[config.mk]
export PLATFORM = sky130hd
export DESIGN_NAME = conv11_output_ctrl
export DESIGN_NICKNAME = d
export VERILOG_FILES = /design/src/rtl/conv11_output_ctrl.sv
export SDC_FILE = /design/constraint.sdc
export NUM_CORES = 1
export LEC_CHECK = 0
export CORE_MARGIN = 8
export CORE_UTILIZATION = 35
export DETAILED_ROUTE_END_ITERATION = 12
export GPL_ROUTABILITY_DRIVEN = 0
export SLEW_MARGIN = 20
export SYNTH_ARGS = -nofsm -noshare
export SYNTH_HDL_FRONTEND = slang
export SYNTH_SLANG_ARGS = --single-unit
export TNS_END_PERCENT = 100
[constraint.sdc]
create_clock -name clk -period 2.5 [get_ports clk]
set_input_delay 0.5 -clock clk [delete_from_list [all_inputs] [get_ports clk]]
set_output_delay 0.5 -clock clk [all_outputs]
set_load 0.005 [all_outputs]
[src/rtl/conv11_output_ctrl.sv]
// rtl/conv11_output_ctrl.sv - buffers conv11 compute words and streams exactly NUM_OUT of them per start
module conv11_output_ctrl #(
  parameter int DATA_W     = 16,
  parameter int NUM_OUT    = 64,
  parameter int FIFO_DEPTH = 4
) (
  input  logic              clk,
  input  logic              rst,
  input  logic              start,
  output logic              done,
  output logic              busy,
  input  logic              in_valid,
  input  logic [DATA_W-1:0] in_data,
  output logic              in_ready,
  output logic              valid_out,
  output logic [DATA_W-1:0] data_out,
  input  logic              ready_in
);

  localparam int AW = $clog2(FIFO_DEPTH);

  typedef enum logic [1:0] {IDLE, SEND, DONE} state_t;

  state_t            state_q, state_d;
  logic [AW:0]       wr_ptr_q, wr_ptr_d;
  logic [AW:0]       rd_ptr_q, rd_ptr_d;
  logic [15:0]       in_cnt_q, in_cnt_d;
  logic [15:0]       out_cnt_q, out_cnt_d;
  logic [DATA_W-1:0] mem_q [FIFO_DEPTH];
  logic              fifo_empty, fifo_full;
  logic              push, pop;

  // Extra pointer bit distinguishes full from empty when the indices coincide.
  assign fifo_empty = (wr_ptr_q == rd_ptr_q);
  assign fifo_full  = (wr_ptr_q[AW] != rd_ptr_q[AW]) &&
                      (wr_ptr_q[AW-1:0] == rd_ptr_q[AW-1:0]);

  // in_ready ignores ready_in, so a full FIFO never takes a word even on a pop cycle.
  assign in_ready  = (state_q == SEND) && !fifo_full && (in_cnt_q < 16'(NUM_OUT));
  assign valid_out = (state_q == SEND) && !fifo_empty;
  assign data_out  = mem_q[rd_ptr_q[AW-1:0]];
  assign push      = in_valid && in_ready;
  assign pop       = valid_out && ready_in;
  assign busy      = (state_q != IDLE);
  assign done      = (state_q == DONE);

  always_comb begin
    state_d   = state_q;
    wr_ptr_d  = wr_ptr_q;
    rd_ptr_d  = rd_ptr_q;
    in_cnt_d  = in_cnt_q;
    out_cnt_d = out_cnt_q;
    case (state_q)
      IDLE: begin
        if (start) begin
          state_d   = SEND;
          wr_ptr_d  = '0;
          rd_ptr_d  = '0;
          in_cnt_d  = '0;
          out_cnt_d = '0;
        end
      end
      SEND: begin
        if (push) begin
          wr_ptr_d = wr_ptr_q + (AW+1)'(1);
          in_cnt_d = in_cnt_q + 16'd1;
        end
        if (pop) begin
          rd_ptr_d  = rd_ptr_q + (AW+1)'(1);
          out_cnt_d = out_cnt_q + 16'd1;
          if (out_cnt_q == 16'(NUM_OUT - 1)) begin
            state_d = DONE;
          end
        end
      end
      DONE:    state_d = IDLE;
      default: state_d = IDLE;
    endcase
  end

  always_ff @(posedge clk or posedge rst) begin
    if (rst) begin
      state_q   <= IDLE;
      wr_ptr_q  <= '0;
      rd_ptr_q  <= '0;
      in_cnt_q  <= '0;
      out_cnt_q <= '0;
    end else begin
      state_q   <= state_d;
      wr_ptr_q  <= wr_ptr_d;
      rd_ptr_q  <= rd_ptr_d;
      in_cnt_q  <= in_cnt_d;
      out_cnt_q <= out_cnt_d;
    end
  end

  // Storage carries no reset; its contents only matter while valid_out is high.
  always_ff @(posedge clk) begin
    if (push) begin
      mem_q[wr_ptr_q[AW-1:0]] <= in_data;
    end
  end

endmodule
* After elaboration in Yosys (flattened, before gate mapping)
Memory sizes are Yosys's and may differ from the RTL's.
Cells that the tools add are included.
** Word-level totals
- Register bits after elaboration :: 40
- Latch bits :: 0
- Memory bits (writable) :: 64
- Bits in read-only memories :: 0
- Input bits :: 21
- Output and inout bits :: 20
- Word-level logic and storage cells :: 51
- Memories kept :: 1
** Cells by class
- Add/subtract/negate cells :: 4
- Multiply operators :: 0
- Divide/modulo/power cells :: 0
- $lt $le $gt $ge :: 1
- Eq/ne operators :: 10
- Shift-type cells :: 0
- Mux-type cells :: 16
- Bitwise operators :: 0
- Reduce and logical (&&, ||, !) cells :: 14
** Memories
- mem_q :: depth 4, width 16, read ports 1, clocked after memory_dff 0, write ports 1, line 29 : logic [DATA_W-1:0] mem_q [FIFO_DEPTH];
** Operators with widths (number)
- $pmux W16 S2 :: 2
- $mux W16 :: 3
- $add A16 B1 Y16 const B :: 2
- $eq A16 B6 Y1 const B :: 1
- $lt A16 B7 Y1 const B :: 1
- $pmux W3 S2 :: 2
- $mux W3 :: 3
- $reduce_and A3 Y1 :: 3
- $add A3 B1 Y3 const B :: 2
- $logic_and A1 B1 Y1 :: 6
- $mux W2 :: 3
- $ne A2 B2 Y1 const B :: 3
- $pmux W2 S2 :: 1
- $reduce_bool A2 Y1 :: 2
- $eq A3 B3 Y1 :: 1
- $eq A2 B1 Y1 const B :: 1
- $eq A2 B2 Y1 :: 1
- $eq A2 B2 Y1 const B :: 1
- $logic_not A1 Y1 :: 2
- $logic_not A2 Y1 :: 1
- $mux W1 :: 2
- $ne A2 B1 Y1 const B :: 1
- $ne A1 B1 Y1 :: 1

* Depth between registers and ports, before layout
- Depth after elaboration :: 8
- Depth in mapped cells :: 7
- Gate-level depth less buffers :: 6

* Least setup slack after synthesis
No wires, ideal clock.
- Path type :: flip-flop to flip-flop
- Start point :: register in_cnt_q[11]
- End point :: memory mem_q[3][0] (enable)
- Library setup time :: 0.374 ns
- Arrival time :: 1.808 ns
- Required time :: 2.126 ns
- Slack :: 0.318 ns
- Cell stages (with the launch flop) :: 5
- Path through :: dfrtp_1 -> or4_4 -> nor4_4 -> and3_1 -> and2_1
** On the way
- Longest elaborated chain between the ends :: 5
** RTL lines
- start: declaration :: line 27 : logic [15:0] in_cnt_q, in_cnt_d;
- start signal: assignment :: line 92 : in_cnt_q <= in_cnt_d;
- $lt A16 B7 Y1 :: line 39 : assign in_ready = (state_q == SEND) && !fifo_full && (in_cnt_q < 16'(NUM_OUT));
- $logic_and A1 B1 Y1 :: line 39
- $logic_and A1 B1 Y1 :: line 42 : assign push = in_valid && in_ready;
- $mux W1 :: line 99 : if (push) begin
- $mux W1 (not written as such) :: line 100 : mem_q[wr_ptr_q[AW-1:0]] <= in_data;
- end: declaration :: line 29
No other way between the ends.

* Worst setup path in the final report
- Start point :: register rd_ptr_q[0]
- End point :: output port data_out[7]
** On the way
- Longest elaborated chain between the ends :: 1
** RTL lines
- start: declaration :: line 26 : logic [AW:0] rd_ptr_q, rd_ptr_d;
- start signal: assignment :: line 91 : rd_ptr_q <= rd_ptr_d;
- $mem_v2 Z4 W16
- end: declaration :: line 16 : output logic [DATA_W-1:0] data_out,
No other way between the ends.

==> impl_metrics.toml <==
[clock_tree]
cts_htree_levels = 3
clk_pin_slew_ps = 70
clkLatencyLatePin_ps = 340
cts_tree = "yes"
cts_buffers = 9
root_buffer = "clkbuf_16"
cts_buffer_depth = 2
clock_sinks = 104

[critical_path]
rr_startpoint = "in_cnt_q[11]"
critPathMaxStageDelay_ps = 530
cp.arrival_ps = 1940
crit_slowest_cell = "mux4_2"
crit_type = "reg -> out"
r2r_setup_slack_ps = 270
required_ps = 2000
crit_chain = "buf_6 -> mux4_2 -> clkdlybuf4s50_1"
end_kind = "output port"
path_max_fanout = 7
r2r_cells = 6
r2r_end = "mem_q[0][0]"
critPathLaunchType = "register"

[floorplanning]
die_w_um = 127
rows = 40
core_um2 = 12000
initial_utilization_pct = 35.8
io_pins = 41
dieArea_um2 = 16100
die_h_um = 127

[sta]
drv_slew = 0
hold_viol_final = 0
tightest_slew_ps = 509
period_share_pct = 97.8
rsz0062_at_grt = "true"
slew_headroom_pct = 66.1
report.final.setup_viol = 0
max_freq_ghz = 0.409
finClkSkew_ps = 5.19
period_minus_slack_ps = 2440

[power_and_ir_drop]
power_uw = 5460
power.leakage_uw = 0.00204
power_density_nw_per_um2 = 1020
ir_drop_mv = 0.423

[final_layout]
nets = 373
fin_cells = 496
diodes = 0
layout-drive-gt1-share_pct = 16.6
syn2layout_area_growth_pct = 23.9

[synth]
synth_area_leader_cell = "edfxtp_1"
synth_nets = 314
synth.ff_latch_count = 104
synth-seq-area-share_pct = 67.9
synth.distinct_cells = 41
synth_flop_cell = "edfxtp_1"
yosys-top-cells-count = "edfxtp_1, dfrtp_1, nand2_1, nor2_1, mux4_2"
netlist_instances = 286
syn_avg_cell_area_um2 = 15.1
synth.most_common_cell = "edfxtp_1"
synth_enable_flop_cells = 64
synth_area_um2 = 4310
async_reset_ff_share_pct = 38.5
synth_warnings = 0
synth_area_leaders = "edfxtp_1, dfrtp_1, mux4_2"
synth_top_area_share_pct = 44.6

[routing]
via_count = 2455
vias_per_cell = 4.95
drt_iter0_markers = 143
drc = 0
drt-total-wl_mm = 7.93
routedWlPerCell_um = 16.0
ant_nets = 0
drt-pass1-iter-count = 4

[run_status]
outcome = "completed"

[global_routing]
grt_start_max_net_pins = 41
grt_antenna_before_repair = 0
grt_pass1_vias = 2598
globalRouteTotalUtil_pct = 10.4
grt_pass1_wl_mm = 13.2
overflow = 0

[min_path]
hp-class = "reg -> reg"
min_to = "in_cnt_q[7]"
worst_hold_startpoint = "in_cnt_q[7]"
hold-path-cell-count = 1

[job]
cap_violations = 0

[place]
io_buffers = 40
dp_hpwl_mm = 5.26
dpl.cell_count = 479
layout make-up:
type	instances	area, µm²
fillers	1081	6680
clock inverters	4	55.1
flip-flops and latches	104	2920
multi-input cells	167	1320
clock buffers	11	233
inverters	5	18.8
well taps	147	184
repair buffers	58	596
where the power goes:
group,leakage [µW],switching [µW],internal (µW),total [µW]
clock network,0.000136,589,776,1370
registers,0.00112,148,2160,2310
logic,0.000782,813,978,1790
sequential cells by signal, summed over array words and instances, names as in the netlist:
register / flops
rd_ptr_q: 3
wr_ptr_q: 3
mem_q: 64
state_q: 2
out_cnt_q: 16
in_cnt_q: 16
worst max path at each step:
stage                     cells past startpoint  slack, ps     endpoint         start
after detailed placement                      4        170     in_ready  in_cnt_q[11]
after CTS                                     3          2  data_out[7]   rd_ptr_q[0]
final                                         3         60  data_out[7]   rd_ptr_q[0]
after floorplan                               4        320  mem_q[3][0]  in_cnt_q[11]
after global placement                        4        170     in_ready  in_cnt_q[11]
after global routing                          3         -6  data_out[7]   rd_ptr_q[0]
cell families after synthesis:
kind of cell	count (synthesis)	share of synthesized area (%)
multiplexers	18	8.86
XOR/XNOR	15	3.05
adder cells (fa/ha/maj)	7	2.03
buffers and inverters	15	1.42
flip-flops	104	67.9
AO/OA/AOI/OAI	34	5.09
AND/OR/NAND/NOR	93	11.7
stage by stage:
step	hold WS (ps)	area [µm²]	TNS (ps)	utilization, %	worst slack [ps]
after floorplan	444	4310	0	-	318
after global placement	461	5020	0	41.8	165
after detailed placement	470	5020	0	41.8	168
after CTS	485	5330	0	44.3	1.52
after global routing	496	5330	-10.1	44.4	-6.50
final	487	5330	0	44.4	55.6
layout by cell type (no fill, tap or decap), drive strengths merged, types with 4 or more instances in the layout:
cell type / n
xor2: 12
nand3: 13
ha: 7
dfrtp: 40
nand2: 21
mux4: 16
a21oi: 6
clkbuf: 11
and3: 10
clkdlybuf4s50: 39
buf: 18
edfxtp: 64
inv: 6
and2: 12
nor2: 17
o21ai: 16
o2111ai: 6
or4: 4
worst max-delay path: cells and delay by family (launching register included):
kind	cells	cell delay [ps]
flops	1	430
mux	1	530
buf+inv	2	650
layer usage:
layer / vias to the layer above / share of wire (%) / track usage, %
met1: 1201 / 46 / 12.9
met3: 11 / 5.7 / 3.98
met5: - / 0 / 0
li1: 1194 / - / -
met2: 49 / 47 / 16.6
met4: 0 / 1.3 / 3.15
timing repair:
item / CTS / global route
pin swaps: 2 / 1
buffers inserted: 1 / 1
resized for setup: 6 / 0
endpoints found under the setup margin: 17 / 13
hold buffers: 0 / 0
No activity file was read; power rests on OpenSTA's default activity.
